File: config.mk
export PLATFORM = sky130hd
export DESIGN_NAME = fetch_queue
export DESIGN_NICKNAME = d
export VERILOG_FILES = /design/src/rtl/fetch_queue.sv
export SDC_FILE = /design/constraint.sdc
export NUM_CORES = 1
export LEC_CHECK = 0
export CORE_UTILIZATION = 30
export DETAILED_ROUTE_END_ITERATION = 10
export PLACE_DENSITY = 0.5
export SLEW_MARGIN = 10
export SYNTH_ARGS = -nofsm -noshare
export SYNTH_HDL_FRONTEND = slang
export SYNTH_SLANG_ARGS = --single-unit
File: constraint.sdc
create_clock -name clk -period 7 [get_ports clk]
set_clock_uncertainty 0.1 [all_clocks]
set_input_delay 0.7 -clock clk [delete_from_list [all_inputs] [get_ports clk]]
set_output_delay 0.7 -clock clk [all_outputs]
set_load 0.02 [all_outputs]
File: src/rtl/fetch_queue.sv
// rtl/fetch_queue.sv - instruction-fetch front end: PC generator, fixed-latency imem port, prefetch FIFO
module fetch_queue #(
   parameter int              XLEN       = 32,
   parameter int              FIFO_DEPTH = 4,
   parameter logic [XLEN-1:0] RESET_PC   = '0
) (
   input  logic                          clk,
   input  logic                          rst,
   input  logic                          redirect,
   input  logic [XLEN-1:0]               redirect_pc,
   output logic                          imem_req,
   output logic [XLEN-1:0]               imem_addr,
   input  logic [31:0]                   imem_rdata,
   output logic                          d_valid,
   input  logic                          d_ready,
   output logic [31:0]                   d_inst,
   output logic [XLEN-1:0]               d_pc,
   output logic [$clog2(FIFO_DEPTH):0]   occupancy
);

   localparam int PW = $clog2(FIFO_DEPTH);
   localparam int CW = PW + 1;
   localparam logic [CW:0] DEPTH_W = (CW+1)'(FIFO_DEPTH);

   logic [XLEN-1:0] pc;
   logic [XLEN-1:0] tag;
   logic            pend;
   logic [PW-1:0]   head;
   logic [PW-1:0]   tail;
   logic [CW-1:0]   count;

   logic [31:0]     q_inst [FIFO_DEPTH];
   logic [XLEN-1:0] q_pc4  [FIFO_DEPTH];

   logic            pop;
   logic            push;
   logic [CW:0]     fill;
   logic            unused_lsb;

   // Target low bits are dropped: fetch addresses are always word aligned.
   assign unused_lsb = ^redirect_pc[1:0];

   assign d_valid = (count != '0) & ~redirect;
   assign pop     = d_valid & d_ready;
   // A response is only kept if its request survived and no redirect squashes it now.
   assign push    = pend & ~redirect;

   // Slots committed = stored + in flight, with credit for the slot popped this cycle.
   assign fill     = {1'b0, count} + {{CW{1'b0}}, pend} - {{CW{1'b0}}, pop};
   assign imem_req = ~redirect & (fill < DEPTH_W);
   assign imem_addr = pc;

   assign d_inst    = d_valid ? q_inst[head] : 32'h0;
   assign d_pc      = d_valid ? q_pc4[head]  : '0;
   assign occupancy = count;

   // Control state: PC generation, in-flight tracking and FIFO pointers; redirect flushes all.
   always_ff @(posedge clk or posedge rst) begin
      if (rst) begin
         pc    <= RESET_PC;
         tag   <= RESET_PC;
         pend  <= 1'b0;
         head  <= '0;
         tail  <= '0;
         count <= '0;
      end else if (redirect) begin
         pc    <= {redirect_pc[XLEN-1:2], 2'b00};
         pend  <= 1'b0;
         head  <= '0;
         tail  <= '0;
         count <= '0;
      end else begin
         pend <= imem_req;
         if (imem_req) begin
            tag <= pc;
            pc  <= pc + XLEN'(4);
         end
         if (pop)
            head <= head + PW'(1);
         if (push)
            tail <= tail + PW'(1);
         count <= count + {{(CW-1){1'b0}}, push} - {{(CW-1){1'b0}}, pop};
      end
   end

   // Entry storage: the response is written at the tail together with its own pc+4.
   always_ff @(posedge clk) begin
      if (push) begin
         q_inst[tail] <= imem_rdata;
         q_pc4[tail]  <= tag + XLEN'(4);
      end
   end

endmodule
==> impl_metrics.ini <==
[clock_tree]
htree_num_levels = 2
cts_post_setup_buffers_inserted = 0
cts.clk_slew.worst_paths_ps = 60
clock_latency_ps = 540
ctsHoldBuffers = 0
post_cts.resized_instances = 0
ctsLongestPathBuffers = 3
tritoncts_clock_tree = done
cts-buffers-inserted = 37
clock-root-buffer = sky130_fd_sc_hd__clkbuf_16
cts_sinks = 316

[logic_synthesis]
synthesis.area_per_instance_um2 = 16.70
yosysSeqAreaShare_pct = 68.75
yosys_warnings = 0
synth_enable_flop_cells = 248
synth_cell_type_count = 40
yosysMostFrequentCell = sky130_fd_sc_hd__edfxtp_1
synth.ff_latch_count = 316
dominantRegCellSynth = sky130_fd_sc_hd__edfxtp_1
share_of_yosys_cell_area_claimed_by_the_top_area_cell_type_pct = 55.97
netlist_instances = 797
netlist.top_cell.by_area = sky130_fd_sc_hd__edfxtp_1
syn_area_um2 = 13310
synth.area.top_cells = sky130_fd_sc_hd__edfxtp_1 (56%), sky130_fd_sc_hd__dfrtp_1 (13%), sky130_fd_sc_hd__mux4_2 (10%)
post_synth_most_frequent_cells = sky130_fd_sc_hd__edfxtp_1 (248), sky130_fd_sc_hd__and2_1 (69), sky130_fd_sc_hd__dfrtp_1 (68), sky130_fd_sc_hd__mux4_2 (62), sky130_fd_sc_hd__nand2_1 (47)
async_set_reset_flop_share_out_of_synthesis_pct = 21.52

[global_route]
wire_length_of_the_first_global_routing_pass_mm = 44.61
number_of_antenna_violations_at_the_first_check_in_global_routing = 0
grt_start_max_net_pins = 69
number_of_global_route_vias_before_repair = 7619
groute.usage.overall_pct = 13.10
grt.overflow.total = 0

[floorplanning]
core_area_um2 = 43460
die-width_um = 212.6
floorplan.io_pins = 169
starting_utilization_of_the_core_area_pct = 30.62
die_area_um2 = 45200
placement_rows = 76
die_h_um = 212.6

[drt]
drt.antenna.violating_nets = 0
initialDrtViolationCount = 334
drt_wl_total_mm = 28.59
drc_errors = 0
viasPerCell = 4.592
wl_per_cell_um = 18.11
detailedRoute.firstPassIterationCount = 4
detailroute.via_count = 7251

[run_status]
result_of_the_run = complete, no violations

[worst_setup_path]
arrival_ps = 3910
crit_path_end_kind = primary output
crit_required_ps = 6200
worst_setup_path_start_kind = input pin
cp_max_fanout = 27
worst-setup-path-type = in -> out

[timing]
final_period_minus_worst_setup_slack_ps = 4713
grt_setup_unrepaired = no
maxSlewHeadroom_pct = 31.31
hold_viol_final = 0
achievable-frequency_mhz = 212.2
finalSetupViolCount = 0
hold-worst-slack_ps = 429.5
report.final.slew_viol_count = 0
fin_tns_setup_ps = 0
period_share_pct = 67.33
worst_slew_pin_slew_ps = 1030

[final_layout]
fin_area_um2 = 16750
seq_area_um2 = 9156
final_nets = 1044
fraction_of_layout_instances_using_a_drive_strength_above_1_pct = 17.00
finish.utilization_pct = 38.56
n_fill_cell = 4106
multi_input_combinational_cell_area_um2 = 3914
number_of_antenna_repair_diodes = 0
layout_overhead_on_the_synthesized_area_pct = 25.91

[flow_run]
drv_cap = 0

[place]
placed_inst_area_um2 = 15540
io_buffers = 162
dp_hpwl_mm = 16.89
gp_congestion = 0.7635

[hold_path]
worst_hold_path_type = reg -> reg

[power_and_ir_drop]
power_leakage_nw = 5.593
total_power_w = 0.006190
p_per_area_nw_per_um2 = 369.4
irDropWorstVdd_mv = 0.1582
[power breakdown]
part           internal (W)  switching (W)
Combinational      0.000783       0.000835
Sequential          0.00242       0.000245
Clock               0.00115       0.000754
Total               0.00436        0.00183
[critical path, stage by stage]
cell	delay (ps)
sky130_fd_sc_hd__clkdlybuf4s50_1	530
sky130_fd_sc_hd__nand2_1	120
sky130_fd_sc_hd__or2_2	320
sky130_fd_sc_hd__ha_1	200
sky130_fd_sc_hd__or3_1	410
sky130_fd_sc_hd__a31oi_4	650
sky130_fd_sc_hd__nor2_2	170
sky130_fd_sc_hd__nor2_4	170
sky130_fd_sc_hd__clkdlybuf4s50_1	630
[final timing paths]
check	startpoint	endpoint	slack, ps	cells after the start
worst max-delay path	d_ready	imem_req	2290	9
worst min-delay path	tag[13]$_DFFE_PP0P_	tag[13]$_DFFE_PP0P_	430	1
worst max register to register	occupancy[1]$_DFF_PP0_	tag[20]$_DFFE_PP0P_	3330	11
worst min register to register	tag[13]$_DFFE_PP0P_	tag[13]$_DFFE_PP0P_	430	1
max in group asynchronous	rst	head[0]$_DFFE_PP0P_	5460	3
min in group asynchronous	rst	tail[1]$_DFFE_PP0P_	670	3
[layer usage]
metal / GRT usage [%] / part of all wire (%)
met5: 0 / 0
met4: 4.515 / 2.2
met3: 3.442 / 6.1
met2: 20.62 / 46
met1: 17.44 / 46
[area by class of cell]
type	instances	share of cell area [%]
repair buffers	171	10.05
clock buffers	52	6.168
well taps	585	4.369
multi-input cells	426	23.36
inverters	14	0.3136
flip-flops and latches	316	54.65
clock inverters	15	1.090
[state kept, by name (all words and copies together), names as in the netlist]
| name | count |
|---|---|
| q_inst | 128 |
| q_pc4 | 120 |
| imem_addr | 30 |
| tag | 30 |
| occupancy | 3 |
| head | 2 |
| tail | 2 |
| pend | 1 |
[cells by family (layout without fill, tap and decap cells)]
kind of cell             after synthesis  in the layout  share of synthesized area, %
AO/OA/AOI/OAI                         62             62                         2.943
XOR/XNOR                              60             60                         3.949
adder cells (fa/ha/maj)               10             10                        0.9967
buffers and inverters                 58            252                         2.050
flip-flops                           316            316                         68.75
multiplexers                          95             95                         13.27
other                                  1              4                       0.02818
AND/OR/NAND/NOR                      195            195                         8.011
[cell usage in the layout (no fill, tap or decap), drive strengths merged, types with 10 or more instances in the layout]
cell and n:
mux4 62, clkbuf 52, inv 16, nand2 47, o21ai 38, dfrtp 68, xor2 36, and2 69
clkdlybuf4s50 161, nor2 21, o211ai 11, edfxtp 248, nand3 12, nand4 12, xnor2 24, buf 10
mux2 31
[stage by stage]
step | setup slack, ps | cells
global placement | 2291 | 1512
global route | 2095 | 1579
detailed placement | 2292 | 1512
floorplan | 3210 | 800
CTS | 2277 | 1579
finish | 2287 | 1579
No activity file was read; power rests on OpenSTA's default activity.
==> patch 1: new RTL, same flow settings <==
The parameter `XLEN` goes from 32 to 48.
--- a/src/rtl/fetch_queue.sv
+++ b/src/rtl/fetch_queue.sv
@@ -1,5 +1,5 @@
 // rtl/fetch_queue.sv - instruction-fetch front end: PC generator, fixed-latency imem port, prefetch FIFO
 module fetch_queue #(
-   parameter int              XLEN       = 32,
+   parameter int              XLEN       = 48,
    parameter int              FIFO_DEPTH = 4,
    parameter logic [XLEN-1:0] RESET_PC   = '0
Ports: changed (resized d_pc, imem_addr and redirect_pc); port bits go from 169 to 217. No check against the original RTL was run, so the function may have changed too.
==> patch 1 against the unedited design <==
Area after synthesis is 32% higher. Count of clock-buffer cells in the layout is 3 higher. Setup slack worse by 0.036 ns. Hold slack better by 0.018 ns. Wire length is 48% higher. Non-clock buffer count is 53 higher. Sequential cell count is 96 higher. Total power is 29% higher. Final area is 31% higher. Utilization is 0.61 points lower. Critical endpoint unchanged. Largest cell class unchanged.
==> patch 1: results (changes against the unedited design) <==
qor: detailed_routing.drt_first_iter_violations 437 [+31%]
qor: worst_setup_path.cp.arrival 3.95 ns [+0.04 ns]
qor: synth.synth_common_cells edfxtp_1 (312), dfrtp_1 (100), and2_1 (86), mux4_2 (78), nand2_1 (61)
qor: synth.synth_xor_area_frac 0.0350 [-0.00449]
qor: synth.synthAdderAreaFrac 0.00757 [-0.00239]
qor: finish.n_fill_cell 5,456 [+33%]
qor: finish.fin_nets 1,380 [+32%]
qor: placement.gp_congestion 0.751 [-1.6%]
qor: detailed_routing.avgViaCountPerCell 4.78 [+4.1%]
qor: synth.synth_compound_area_frac 0.0337 [+0.00429]
qor: global_routing.grt_use_total 0.144 [+0.0135]
qor: finish.drive_above_1_share 0.170 [about the same]
qor: global_routing.grt.met2_usage 0.236 [+0.0294]
qor: power_and_ir_drop.p_seq 0.00353 W [+32%]
qor: power_and_ir_drop.power.switching_fraction 0.300 [+0.00331]
qor: detailed_routing.met3_wirelength 1.80 mm [+3.0%]
qor: synth.synth.area.top_cells edfxtp_1 (53%), dfrtp_1 (14%), mux4_2 (10%)
qor: synth.ys_async_sr_fraction 0.243 [+0.0275]
qor: power_and_ir_drop.pwr-share-clk 0.294 [-0.014]
qor: detailed_routing.num_vias 9,961 [+37%]
qor: global_routing.grt.met1_usage 0.194 [+0.0197]
qor: outcome.run_status finished clean
qor: power_and_ir_drop.power.leakage 7.29 nW [+30%]
qor: sta.maxSlewHeadroom 0.297 [-0.0163]
qor: global_routing.grt.met3_usage 0.0303 [-0.00412]
qor: synth.edff_count_synth 312 [+26%]
qor: detailed_routing.wl_met2 20.2 mm [+54%]
==> patch 1: changes by cell type after synthesis, moves of 11 or more <==
cell and delta:
and2_1 +17, dfrtp_1 +32, edfxtp_1 +64, mux2_2 +20, mux4_2 +16, nand2_1 +14, nand3_1 +22, or4_1 +13
xnor2_1 +21, xor2_1 -11
==> patch 1: layout make-up <==
class	count	area [µm²]	share of cell area
Sequential cell	412	11900	0.543
Multi-Input combinational cell	589	5350	0.244
Timing Repair Buffer	224	2200	0.101
Clock buffer	55	1210	0.0551
Tap cell	765	957	0.0437
Clock inverter	25	249	0.0114
Inverter	13	51.3	0.00234
==> patch 1: final timing paths <==
check                           slack (ns)      endpoint  depth (start not counted)
min in group clk                      0.45       tag[38]                          1
worst min-delay path                  0.45  imem_addr[9]                          2
worst min register to register        0.45       tag[38]                          1
worst max register to register        3.08       tag[36]                         13
worst max-delay path                  2.25      imem_req                         12
max in group asynchronous             5.16       head[0]                          3
==> patch 2: new RTL, same flow settings <==
Without the edit above. Reset style: synchronous (`rst`), changed in one clocked block.
--- a/src/rtl/fetch_queue.sv
+++ b/src/rtl/fetch_queue.sv
@@ -56,5 +56,5 @@
 
    // Control state: PC generation, in-flight tracking and FIFO pointers; redirect flushes all.
-   always_ff @(posedge clk or posedge rst) begin
+   always_ff @(posedge clk) begin
       if (rst) begin
          pc    <= RESET_PC;
Formal check against the unedited RTL: differs if rst is asserted again (counterexample within 4 cycles, from zero or initial values and one cycle with rst high); with rst held inactive, the same outputs for 4 cycles.
==> patch 2 against the unedited design <==
Setup slack improved by 0.19 ns. Area after synthesis grew 0.63%. Sequential cell count rose by 2. First-iteration DRC count up 53%. Hold slack worse by 0.036 ns. Final area rose by 0.46%. Largest cell class unchanged. Wire length is 10% higher.
Power is not compared: it rests on default switching activity, and its combinational part moved more than twofold at a synthesized area within 25%.
==> patch 2: results (changes against the unedited design) <==
qor: outcome.run_status finished clean
qor: placement.placement.setup.worst_slack 2.64 ns [+0.352 ns]
qor: worst_setup_path.critical_path_peak_fanout 65 [+140%]
qor: min_path.hold_path_end tag[31]
qor: worst_setup_path.critPathMaxStageDelay 0.59 ns [-0.06 ns]
qor: min_path.holdPathStages 2 [+1]
qor: synth.synth.area.top_cells edfxtp_1 (56%), dfxtp_1 (10%), mux4_2 (10%)
qor: sta.whs 0.393 ns [-0.0361 ns]
qor: placement.detailed_place.area 15,600 µm² [+0.32%]
qor: finish.drive_above_1_share 0.137 [-0.0326]
qor: sta.maxSlewHeadroom 0.329 [+0.0157]
qor: worst_setup_path.reg2reg_from occupancy[2]
qor: detailed_routing.drt_first_iter_violations 510 [+53%]
qor: synth.seq_area_frac_synth 0.661 [-0.0267]
qor: detailed_routing.avgViaCountPerCell 4.80 [+4.6%]
qor: clock_tree.clock_sinks 318 [+0.63%]
qor: detailed_routing.postRouteWirelength 31.5 mm [+10%]
qor: detailed_routing.wl_met2 14.1 mm [+7.5%]
qor: finish.num-nonclk-inverters 15 [+1]
qor: global_routing.number_of_global_route_vias_before_repair 8,242 [+8.2%]
qor: clock_tree.cts.clk_slew.worst_paths 0.06 ns [about the same]
qor: synth.avgSynthCellArea 14.9 µm² [-11%]
qor: min_path.worst_hold_startpoint tag[31]
qor: sta.fmax 0.221 GHz [+4.2%]
qor: placement.dpl.hpwl 18.4 mm [+9.0%]
qor: finish.layout.buffer.nonclock.area_share 0.101 [+0.000882]
qor: worst_setup_path.cpMaxStageDelayCell clkdlybuf4s50_1
qor: placement.gp_congestion 0.737 [-3.4%]
qor: global_routing.wire_length_of_the_first_global_routing_pass 48.4 mm [+8.5%]
qor: detailed_routing.num_vias 8,019 [+11%]
qor: worst_setup_path.cp.arrival 3.73 ns [-0.18 ns]
qor: finish.n_fill_cell 4,236 [+3.2%]
qor: global_routing.grt.met3_usage 0.0299 [-0.00456]
qor: global_routing.grt.met2_usage 0.218 [+0.0118]
qor: synth.synth_common_cells edfxtp_1 (248), and2_1 (72), dfxtp_1 (70), mux4_2 (62), nand3_1 (60)
qor: finish.multi_input_comb_area 4230 µm² [+8.1%]
qor: synth.netlist-cell-type-count 57 [+43%]
qor: detailed_routing.met1Wirelength 15.1 mm [+15%]
qor: finish.multi_input_gates 505 [+19%]
qor: detailed_routing.met3_wirelength 1.75 mm [-0.11%]
qor: finish.fin_nets 1,129 [+8.1%]
qor: worst_setup_path.critical-path-top-delay-family buffers and inverters
qor: finish.clkCellAreaFrac 0.0738 [+0.00123]
qor: finish.area.share.sequential 0.526 [-0.0205]
qor: worst_setup_path.worst_setup_path_start_kind register
qor: global_routing.grt_max_degree 82 [+19%]
[patch 2: changes by cell type after synthesis, sizes merged, moves of 12 or more]
cell    delta
a21oi     +29
a311oi    +13
clkbuf    +14
dfrtp     -68
dfxtp     +70
mux2      -30
nand2     -21
nand3     +48
nor2      +12
o21ai     +13
xor2      -28
[patch 2: worst min-delay path, stage by stage, from the launching register on]
cell and delay (ns):
dfxtp_1 0.32, o21ai_0 0.07, a21oi_1 0.06
[patch 2: kinds of logic (layout without fill, tap and decap cells)]
kind of cell / after synthesis / count (layout) / share of synthesized area
fa+ha+maj: 10 / 10 / 0.00990
xor+xnor: 35 / 35 / 0.0235
simple gates: 269 / 269 / 0.115
flops: 318 / 318 / 0.661
other cells: 1 / 4 / 0.000280
buf+inv: 78 / 254 / 0.0256
mux: 65 / 65 / 0.107
compound gates: 122 / 122 / 0.0578
